[config.mk]
export PLATFORM = sky130hd
export DESIGN_NAME = mac_sched
export DESIGN_NICKNAME = d
export VERILOG_FILES = /design/src/rtl/mac_sched_pkg.sv /design/src/rtl/mac_result_fifo.sv /design/src/rtl/mac_sched.sv
export SDC_FILE = /design/constraint.sdc
export NUM_CORES = 1
export LEC_CHECK = 0
export ABC_AREA = 1
export BUFFER_PORTS_ARGS = -buffer_cell sky130_fd_sc_hd__buf_4
export CAP_MARGIN = 10
export CORE_UTILIZATION = 29
export CTS_CLUSTER_DIAMETER = 150
export DETAILED_ROUTE_END_ITERATION = 16
export GPL_ROUTABILITY_DRIVEN = 0
export PLACE_DENSITY = 0.57
export SYNTH_ARGS = -nofsm -noshare
export SYNTH_HDL_FRONTEND = slang
export SYNTH_SLANG_ARGS = --single-unit
[constraint.sdc]
create_clock -name clk -period 7.1 [get_ports clk]
set_clock_uncertainty 0.2 [all_clocks]
set_input_delay 0.71 -clock clk [delete_from_list [all_inputs] [get_ports clk]]
set_output_delay 0.71 -clock clk [all_outputs]
set_load 0.01 [all_outputs]
[src/rtl/mac_sched_pkg.sv]
// rtl/mac_sched_pkg.sv - shared types and default widths for the mac job sequencer
package mac_sched_pkg;

    typedef enum logic [1:0] {
        IDLE  = 2'd0,
        RUN   = 2'd1,
        DRAIN = 2'd2
    } state_t;

    localparam int DEF_ROW_W  = 10;
    localparam int DEF_DATA_W = 64;

endpackage

[src/rtl/mac_result_fifo.sv]
// rtl/mac_result_fifo.sv - synchronous result FIFO with full/empty/count flags
module mac_result_fifo #(
    parameter int DEPTH  = 16,
    parameter int DATA_W = 64
) (
    input  logic                       clk,
    input  logic                       reset_n,
    input  logic                       push,
    input  logic [DATA_W-1:0]          push_data,
    input  logic                       pop,
    output logic [DATA_W-1:0]          pop_data,
    output logic                       full,
    output logic                       empty,
    output logic [$clog2(DEPTH+1)-1:0] count
);

    localparam int AW = $clog2(DEPTH);
    localparam int CW = $clog2(DEPTH + 1);

    logic [DATA_W-1:0] mem [DEPTH];
    logic [AW-1:0]     wr_ptr;
    logic [AW-1:0]     rd_ptr;
    logic              do_push;
    logic              do_pop;

    assign full     = (count == CW'(DEPTH));
    assign empty    = (count == '0);
    assign pop_data = mem[rd_ptr];
    assign do_pop   = pop && !empty;
    // A pop in the same cycle frees the slot, so a push into a full FIFO still lands.
    assign do_push  = push && (!full || do_pop);

    // Storage write; contents need no reset because count gates visibility.
    always_ff @(posedge clk) begin
        if (do_push) begin
            mem[wr_ptr] <= push_data;
        end
    end

    // Pointer and occupancy tracking.
    always_ff @(posedge clk or negedge reset_n) begin
        if (!reset_n) begin
            wr_ptr <= '0;
            rd_ptr <= '0;
            count  <= '0;
        end else begin
            if (do_push) begin
                wr_ptr <= wr_ptr + AW'(1);
            end
            if (do_pop) begin
                rd_ptr <= rd_ptr + AW'(1);
            end
            case ({do_push, do_pop})
                2'b10:   count <= count + CW'(1);
                2'b01:   count <= count - CW'(1);
                default: count <= count;
            endcase
        end
    end

endmodule

[src/rtl/mac_sched.sv]
// rtl/mac_sched.sv - credit-limited job sequencer feeding one mac and buffering its results
module mac_sched
    import mac_sched_pkg::*;
#(
    parameter int ROW_W      = DEF_ROW_W,
    parameter int DATA_W     = DEF_DATA_W,
    parameter int FIFO_DEPTH = 16,
    parameter int CNT_W      = 16,
    parameter int TIMEOUT    = 1024
) (
    input  logic              clk,
    input  logic              reset_n,
    input  logic              start,
    output logic              busy,
    output logic              job_done,
    input  logic              in_last,
    input  logic              in_valid,
    output logic              in_ready,
    input  logic [ROW_W-1:0]  in_row,
    input  logic [DATA_W-1:0] in_value0,
    input  logic [DATA_W-1:0] in_value1,
    output logic              mac_wr,
    output logic [ROW_W-1:0]  mac_row,
    output logic [DATA_W-1:0] mac_value0,
    output logic [DATA_W-1:0] mac_value1,
    output logic              mac_done,
    input  logic              mac_push,
    input  logic [DATA_W-1:0] mac_dout,
    output logic              out_valid,
    input  logic              out_ready,
    output logic [DATA_W-1:0] out_data,
    output logic [CNT_W-1:0]  rows_issued,
    output logic [CNT_W-1:0]  rows_returned,
    output logic              err_overflow,
    output logic              err_timeout
);

    localparam int TO_W = $clog2(TIMEOUT + 1);
    localparam int FC_W = $clog2(FIFO_DEPTH + 1);

    state_t            state;
    logic              first_entry;
    logic [ROW_W-1:0]  last_row;
    logic [CNT_W-1:0]  rows_popped;
    logic [CNT_W-1:0]  reserved;
    logic [TO_W-1:0]   drain_cnt;
    logic              new_row;
    logic              accept;
    logic              pop_fire;
    logic              start_fire;
    logic              drain_match;
    logic              drain_expire;
    logic              fifo_full;
    logic              fifo_empty;
    logic [FC_W-1:0]   fifo_count;

    mac_result_fifo #(
        .DEPTH  (FIFO_DEPTH),
        .DATA_W (DATA_W)
    ) u_fifo (
        .clk       (clk),
        .reset_n   (reset_n),
        .push      (mac_push),
        .push_data (mac_dout),
        .pop       (out_ready),
        .pop_data  (out_data),
        .full      (fifo_full),
        .empty     (fifo_empty),
        .count     (fifo_count)
    );

    assign out_valid  = !fifo_empty;
    assign pop_fire   = out_valid && out_ready;
    assign start_fire = (state == IDLE) && start;

    // Slots spoken for: rows issued and not yet drained out of the FIFO, modulo counter width.
    assign reserved = rows_issued - rows_popped;
    assign new_row  = first_entry || (in_row != last_row);
    // Deliberately independent of in_valid so the upstream can probe credit before committing.
    assign in_ready = (state == RUN) && (!new_row || (reserved < CNT_W'(FIFO_DEPTH)));
    assign accept   = in_valid && in_ready;

    assign drain_match  = (drain_cnt != '0) && (rows_returned == rows_issued);
    assign drain_expire = (drain_cnt == TO_W'(TIMEOUT - 1));

    // Job FSM with registered busy/mac_done/job_done, credit and drain bookkeeping.
    always_ff @(posedge clk or negedge reset_n) begin
        if (!reset_n) begin
            state       <= IDLE;
            busy        <= 1'b0;
            job_done    <= 1'b0;
            mac_done    <= 1'b0;
            first_entry <= 1'b0;
            last_row    <= '0;
            rows_issued <= '0;
            rows_popped <= '0;
            drain_cnt   <= '0;
            err_timeout <= 1'b0;
        end else begin
            job_done <= 1'b0;
            if (state != IDLE && pop_fire) begin
                rows_popped <= rows_popped + CNT_W'(1);
            end
            case (state)
                IDLE: begin
                    if (start) begin
                        state       <= RUN;
                        busy        <= 1'b1;
                        first_entry <= 1'b1;
                        rows_issued <= '0;
                        // Results left over from the previous job still occupy slots.
                        rows_popped <= CNT_W'(pop_fire) - CNT_W'(fifo_count);
                        err_timeout <= 1'b0;
                    end
                end
                RUN: begin
                    if (accept) begin
                        first_entry <= 1'b0;
                        last_row    <= in_row;
                        if (new_row) begin
                            rows_issued <= rows_issued + CNT_W'(1);
                        end
                        if (in_last) begin
                            state     <= DRAIN;
                            mac_done  <= 1'b1;
                            drain_cnt <= '0;
                        end
                    end
                end
                DRAIN: begin
                    drain_cnt <= drain_cnt + TO_W'(1);
                    if (drain_match || drain_expire) begin
                        state    <= IDLE;
                        busy     <= 1'b0;
                        mac_done <= 1'b0;
                        job_done <= 1'b1;
                        if (!drain_match) begin
                            err_timeout <= 1'b1;
                        end
                    end
                end
                default: begin
                    state <= IDLE;
                end
            endcase
        end
    end

    // Issue registers: one-cycle strobe carrying the accepted entry to the mac.
    always_ff @(posedge clk or negedge reset_n) begin
        if (!reset_n) begin
            mac_wr     <= 1'b0;
            mac_row    <= '0;
            mac_value0 <= '0;
            mac_value1 <= '0;
        end else begin
            mac_wr <= accept;
            if (accept) begin
                mac_row    <= in_row;
                mac_value0 <= in_value0;
                mac_value1 <= in_value1;
            end
        end
    end

    // Result accounting: saturating return count and sticky overflow on dropped pushes.
    always_ff @(posedge clk or negedge reset_n) begin
        if (!reset_n) begin
            rows_returned <= '0;
            err_overflow  <= 1'b0;
        end else if (start_fire) begin
            rows_returned <= '0;
            err_overflow  <= 1'b0;
        end else begin
            if (mac_push && (rows_returned != '1)) begin
                rows_returned <= rows_returned + CNT_W'(1);
            end
            if (mac_push && fifo_full && !pop_fire) begin
                err_overflow <= 1'b1;
            end
        end
    end

endmodule

==> impl_metrics.toml, run 1 <==
[status]
outcome = "finished, final reports clean"

[timing]
rsz0062_at_grt = "false"
layout_min_cycle_time_ns = 5.09
hold_violations = 0
tns_ns = 0
drv_slew = 0
min_period_over_period_pct = 71.8
relSlewSlack_pct = 13.3
setup_viol = 0
tightest_slew_ns = 1.30
fmax_ghz = 0.196

[job]
max_cap_viol_count = 0

[clock_network]
clock_path_buffers = 3
cts_buffers = 140
cts_tree = "built"
clock-sinks = 1253
path_clk_slew_ns = 0.06
cts-resized-gates = 0
clk_latency_ns = 0.78
htreeDepth = 4
cts-root-buf = "clkbuf_16"

[drt]
drtIter0Drc = 2568
detail-route-antenna-nets = 0
wl_per_cell_um = 20.2
wl_mm = 142
dr.pass1.iters = 5
vias = 34100
via_per_inst = 4.83
route.detailed.drc = 0

[finish]
fin_util_pct = 36.4
stdcell_count = 7058
fillCellCount = 16800
seq_area_um2 = 36500
final_area_um2 = 63400
area_delta_synth_final_pct = 24.5
multiInputGateArea_um2 = 13000
nets = 4859
drive_gt1_share_pct = 15.6

[global_routing]
met1_usage_pct = 20.1
track_usage_pct = 15.8
grt_pass1_wl_mm = 215
overflow = 0
grt_max_degree = 200
grtUsageMet3_pct = 3.26
busiest_layer = "met2"
grt_antenna_before_repair = 7
grt_pass1_vias = 34100
met2_usage_pct = 26.8

[yosys]
ys_warn_count = 0
synthCells = 4015
synth.distinct_cells = 46
yosys.area.top_type = "edfxtp_1"
yosysMostFrequentCell = "edfxtp_1"
synthTopCellsByArea = "edfxtp_1 (60%), dfrtp_1 (11%), nand2_1 (5.5%)"
ys_seq_area_share_pct = 71.7
ys_ff_latch = 1253
synth_flop_cell = "edfxtp_1"
synthesis.area_um2 = 50900
synth.top_cell.area_share_pct = 60.4
syn_nets = 4255
synthTopCellsByCount = "edfxtp_1 (1024), nand2_1 (742), nor2_1 (519)"
synth_area_per_cell_um2 = 12.7
async_flop_share_pct = 18.3
synth_edf_count = 1024

[worst_setup_path]
critPathLaunchType = "flop"
slowest_delay_ns = 0.95
critPathRequiredTime_ns = 6.19
path_cells = "buf_4 > buf_4 > o21ai_0 > o221ai_1 > o211ai_1 > nand2_1 > buf_4"
end_kind = "output port"
path_buf_inv = 3
critPathTopFamily = "buffers and inverters"
crit_top_cell = "buf_4"
crit_slowest_cell = "dfrtp_4"
cp.arrival_ns = 4.18
path_class = "reg2out"
path_max_fanout = 61

[pwr]
pwr_density_cell_nw_per_um2 = 368
p_leak_nw = 24.1
peakVddDrop_mv = 0.384

[die]
die_w_um = 421
die_y_um = 421
core_um2 = 174000
initial_utilization_pct = 29.2
ios = 451
dieArea_um2 = 177000
num_rows = 153

[placed_design]
dpl.hpwl_mm = 77.0
port_buffers = 450
placed_area_um2 = 56900
dp.cells = 6603

[hold_path]
hp-class = "in2reg"
-- placed cells by master (no fill, tap or decap), types with 8 or more instances in the layout --
| master | n |
|---|---|
| a21oi_1 | 33 |
| buf_12 | 16 |
| buf_4 | 481 |
| clkbuf_1 | 37 |
| clkbuf_16 | 143 |
| clkinv_1 | 21 |
| clkinv_2 | 22 |
| dfrtp_1 | 225 |
| dlygate4sd3_1 | 199 |
| edfxtp_1 | 1024 |
| ha_1 | 30 |
| inv_1 | 140 |
| inv_2 | 8 |
| mux2i_1 | 172 |
| nand2_1 | 742 |
| nand3_1 | 93 |
| nand4_1 | 31 |
| nor2_1 | 503 |
| nor2_4 | 17 |
| nor3_1 | 29 |
| o211ai_1 | 85 |
| o21ai_0 | 300 |
| o221ai_1 | 172 |
| o32ai_1 | 84 |
| xnor2_1 | 11 |
| xor2_1 | 30 |
-- worst paths after layout --
kind	start	to	slack, ns	depth (start not counted)
min in group asynchronous	reset_n	mac_value1[2]$_DFFE_PN0P_	0.38	2
max	u_fifo.rd_ptr[0]$_DFFE_PN0P_	out_data[30]	2.01	7
min reg2reg	drain_cnt[3]$_DFFE_PN0P_	drain_cnt[3]$_DFFE_PN0P_	0.27	2
max reg2reg	rows_issued[5]$_DFFE_PN0P_	mac_value1[32]$_DFFE_PN0P_	3.03	18
max in group asynchronous	reset_n	mac_value1[33]$_DFFE_PN0P_	5.00	3
min	mac_dout[57]	u_fifo.mem[10][57]$_DFFE_PP_	0.07	1
-- metal layers --
metal | wire length, µm | vias up
met5 | 27 | -
met4 | 3720 | 4
met3 | 8020 | 213
met2 | 69900 | 1059
met1 | 60800 | 16900
li1 | - | 15900
-- flip-flops by register name, summed over array words and instances (netlist names), 2 cells and up --
register	cells
rows_popped	16
rows_returned	16
u_fifo.mem	1024
u_fifo.count	5
u_fifo.rd_ptr	4
mac_row	10
mac_value1	64
drain_cnt	11
u_fifo.wr_ptr	4
mac_value0	64
rows_issued	16
last_row	10
state	2
-- layout make-up --
| class | count | area share, % |
|---|---|---|
| well taps | 2325 | 4.59 |
| clock buffers | 187 | 6.02 |
| clock inverters | 67 | 1.03 |
| diodes | 2 | 0.00789 |
| repair buffers | 697 | 9.37 |
| flip-flops and latches | 1253 | 57.6 |
| inverters | 152 | 0.920 |
| multi-input cells | 2375 | 20.5 |
-- where the power goes --
group | leakage (nW) | internal (mW) | switching, mW | total, mW
sequential | 12.3 | 8.75 | 0.560 | 9.31
clock | 2.18 | 4.00 | 3.02 | 7.03
combinational | 9.60 | 2.48 | 4.55 | 7.02
-- cells by family (layout without fill, tap and decap cells) --
| logic type | after synthesis | after routing | share of synthesized area [%] |
|---|---|---|---|
| flip-flops | 1253 | 1253 | 71.7 |
| other | 0 | 2 | 0 |
| multiplexers | 172 | 172 | 3.38 |
| AO/OA/AOI/OAI | 696 | 696 | 9.23 |
| AND/OR/NAND/NOR | 1435 | 1435 | 11.2 |
| XOR/XNOR | 41 | 41 | 0.705 |
| adder cells (fa/ha/maj) | 31 | 31 | 0.777 |
| buffers and inverters | 387 | 1103 | 3.06 |
-- timing repair --
item,4_1_cts,5_1_grt
hold endpoints to repair,1238,0
hold buffers,199,0
buffers inserted,0,0
setup endpoints to repair,0,0
-- metrics by stage --
stage / setup slack (ns) / total power [mW] / hold slack [ns]
2_1_floorplan: 2.41 / 13.6 / 0.214
3_3_place_gp: 2.84 / 16.4 / 0.256
3_5_place_dp: 2.83 / 16.5 / 0.262
4_1_cts: 1.95 / 23.7 / 0.00200
5_1_grt: 1.72 / 24.6 / 0.0256
6_report: 2.01 / 23.4 / 0.0735
Power figures use the tool's default switching activity.
==> run 2, diff against run 1 <==
ABC_AREA = 0   (was 1)
PLACE_DENSITY = 0.58   (was 0.57)
clock period = 4.6 ns   (was 7.1 ns; I/O delays follow)
==> run 2 against run 1 <==
Compared with the run above: global-route usage fell by 0.31 points; area after synthesis fell by 3.5%; routed wire length fell by 7.1%; clock power rose by 54%; combinational power rose by 38%; register-to-register slack got worse by 2.6 ns; via count fell by 24%; critical endpoint is now in_ready; largest cell class unchanged.
==> impl_metrics.toml, run 2 <==
[timing]
fmax_ghz = 0.231
hold_ws_ns = 0.109
relSlewSlack_pct = 22.4
hold_violations = 0
rsz0062_at_grt = "false"
tns_ns = 0
min_period_over_period_pct = 94.0
setup_viol = 0
drv_slew = 0
layout_min_cycle_time_ns = 4.33
tightest_slew_ns = 1.15

[finish]
nets = 3339
reg_top3 = "u_fifo.mem (1024), mac_value0 (64), mac_value1 (64)"
area_delta_synth_final_pct = 26.8
drive_gt1_share_pct = 34.1
final_common_cell = "edfxtp_1"
seq_area_um2 = 36500
stdcell_count = 5411
top_register = "u_fifo.mem"
final_area_um2 = 62300
fillCellCount = 15300
layout_common_cells = "edfxtp_1 (1024), buf_4 (487), mux4_2 (320), dfrtp_1 (225), dlygate4sd3_1 (209)"
multiInputGateArea_um2 = 12100
largest_reg_flops = 1024

[yosys]
ys_seq_area_share_pct = 74.3
async_flop_share_pct = 18.3
yosys.area.top_type = "edfxtp_1"
synthTopCellsByCount = "edfxtp_1 (1024), mux4_2 (320), dfrtp_1 (229)"
synth.distinct_cells = 61
synthCells = 2337
syn_nets = 2577
synth_area_per_cell_um2 = 21.0
synth_flop_cell = "edfxtp_1"
ys_ff_latch = 1253
synth.top_cell.area_share_pct = 62.6
synthesis.area_um2 = 49100
synthTopCellsByArea = "edfxtp_1 (63%), mux4_2 (15%), dfrtp_1 (12%)"
ys_warn_count = 0
synth_edf_count = 1024
yosysMostFrequentCell = "edfxtp_1"

[drt]
wl_per_cell_um = 24.5
dr.pass1.iters = 5
drtIter0Drc = 1958
vias = 25900
detail-route-antenna-nets = 0
wl_mm = 132
via_per_inst = 4.79
route.detailed.drc = 0

[global_routing]
overflow = 0
grt_pass1_vias = 27600
grt_max_degree = 95
grt_antenna_before_repair = 14
track_usage_pct = 15.5
grt_pass1_wl_mm = 192

[worst_setup_path]
worstSetupEndpoint = "in_ready"
end_kind = "output port"
cp.arrival_ns = 3.67
crit_slowest_cell = "dfrtp_1"
rr_endpoint = "mac_value1[13]$_DFFE_PN0P_"
critPathRequiredTime_ns = 3.94
r2r-start = "rows_issued[8]$_DFFE_PN0P_"
path_max_fanout = 7
path_cells = "ha_1 > a21o_1 > a21o_1 > or2_0 > o21a_1 > o311ai_1 > nand4b_1 > o21ba_2 > nor2_1 > buf_4"
reg2reg_depth = 12
crit_top_cell = "a21o_1"
slowest_delay_ns = 0.45
cp-startpoint = "rows_issued[8]$_DFFE_PN0P_"
path_class = "reg2out"
critPathLaunchType = "flop"
r2r_setup_slack_ns = 0.48

[job]
max_cap_viol_count = 0

[clock_network]
post_cts_buffers = 0
cts_buffers = 139
htreeDepth = 4
clock_path_buffers = 3
clock-sinks = 1253
cts_tree = "built"
path_clk_slew_ns = 0.06
clk_latency_ns = 0.78
cts-root-buf = "clkbuf_16"

[hold_path]
hp-class = "in2async"

[placed_design]
dpl.hpwl_mm = 80.4
port_buffers = 450
placed_area_um2 = 55800
dp.cells = 4953

[die]
die_w_um = 414
initial_utilization_pct = 29.3
ios = 451
core_um2 = 168000
dieArea_um2 = 171000
die_y_um = 414
num_rows = 150

[pwr]
peakVddDrop_mv = 0.450
p_leak_nw = 22.1
pwr_density_cell_nw_per_um2 = 554

[status]
outcome = "finished, final reports clean"
[run 2: cell types whose count changed after synthesis, sizes merged, moves of 24 or more]
cell / previous run / this run
inv: 151 / 33
nor2: 520 / 38
mux4: 0 / 320
o21ai: 307 / 45
o32ai: 84 / 0
xnor2: 11 / 35
nand3: 95 / 24
mux2i: 172 / 4
mux2: 0 / 150
nand2: 746 / 49
clkbuf: 183 / 66
o221ai: 172 / 1
o211ai: 85 / 4
[run 2: how the worst min path moves through the flow]
stage                                          start                            to  slack (ns)  depth (start not counted)
after detailed placement            busy$_DFFE_PN0P_              busy$_DFFE_PN0P_        0.28                          2
final                                        reset_n  u_fifo.rd_ptr[2]$_DFFE_PN0P_        0.11                          2
after floorplan                              reset_n              busy$_DFFE_PN0P_       -0.04                          0
after global routing                         reset_n  u_fifo.rd_ptr[2]$_DFFE_PN0P_        0.14                          2
after global placement    mac_value0[22]$_DFFE_PN0P_    mac_value0[22]$_DFFE_PN0P_        0.27                          1
after CTS                                    reset_n  u_fifo.rd_ptr[2]$_DFFE_PN0P_        0.08                          2
[run 2: repair_timing]
action / 4_1_cts / 5_1_grt
hold buffers: 209 / 0
gates resized for setup: 0 / 0
hold endpoints to repair: 1285 / 0
[run 2: critical path, delay by kind of cell (launching register included)]
| family | cells | cell delay, ns |
|---|---|---|
| AO/OA/AOI/OAI | 5 | 1.23 |
| adder cells (fa/ha/maj) | 1 | 0.38 |
| buffers and inverters | 1 | 0.15 |
| flip-flops | 1 | 0.45 |
| AND/OR/NAND/NOR | 3 | 0.68 |
[run 2: routing by layer]
layer / wire, µm / up-vias / GRT usage (%)
li1: - / 11100 / -
met5: 34 / - / 0
met2: 68000 / 844 / 26.8
met4: 3960 / 6 / 5.41
met3: 7070 / 197 / 3.27
met1: 53400 / 13800 / 19.2
[run 2: stage by stage]
step / setup WS (ns) / util [%] / total power, mW
floorplan: 0.946 / - / 20.0
global placement: 0.566 / 33.3 / 24.1
detailed placement: 0.530 / 33.3 / 24.1
CTS: 0.202 / 37.2 / 35.1
global route: 0.0151 / 37.2 / 36.1
finish: 0.274 / 37.2 / 34.5
[run 2: cell type report]
| cell class | count | share of cell area [%] |
|---|---|---|
| sequential | 1253 | 58.6 |
| multi-input combinational | 943 | 19.4 |
| timing repair buffer | 729 | 10.3 |
| clock buffer | 182 | 5.94 |
| tap | 2204 | 4.43 |
| clock inverter | 61 | 1.16 |
| inverter | 33 | 0.199 |
| antenna | 6 | 0.0241 |
[run 2: power by group]
part           internal, mW  switching (mW)  total (mW)
Clock                  6.18            4.59        10.8
Sequential             13.5           0.561        14.0
Combinational          4.90            4.81        9.71
[run 2: kinds of logic (layout without fill, tap and decap cells)]
kind of cell	count (synthesis)	after routing	share of synthesized area [%]
DFF	1253	1253	74.3
muxes	474	474	18.2
and+or+nand+nor	238	238	2.58
buffers and inverters	141	1005	1.25
AOI/OAI and AO/OA	129	129	1.62
xor gates and xnor gates	71	71	1.27
adders and majority gates	31	31	0.805
other	0	6	0
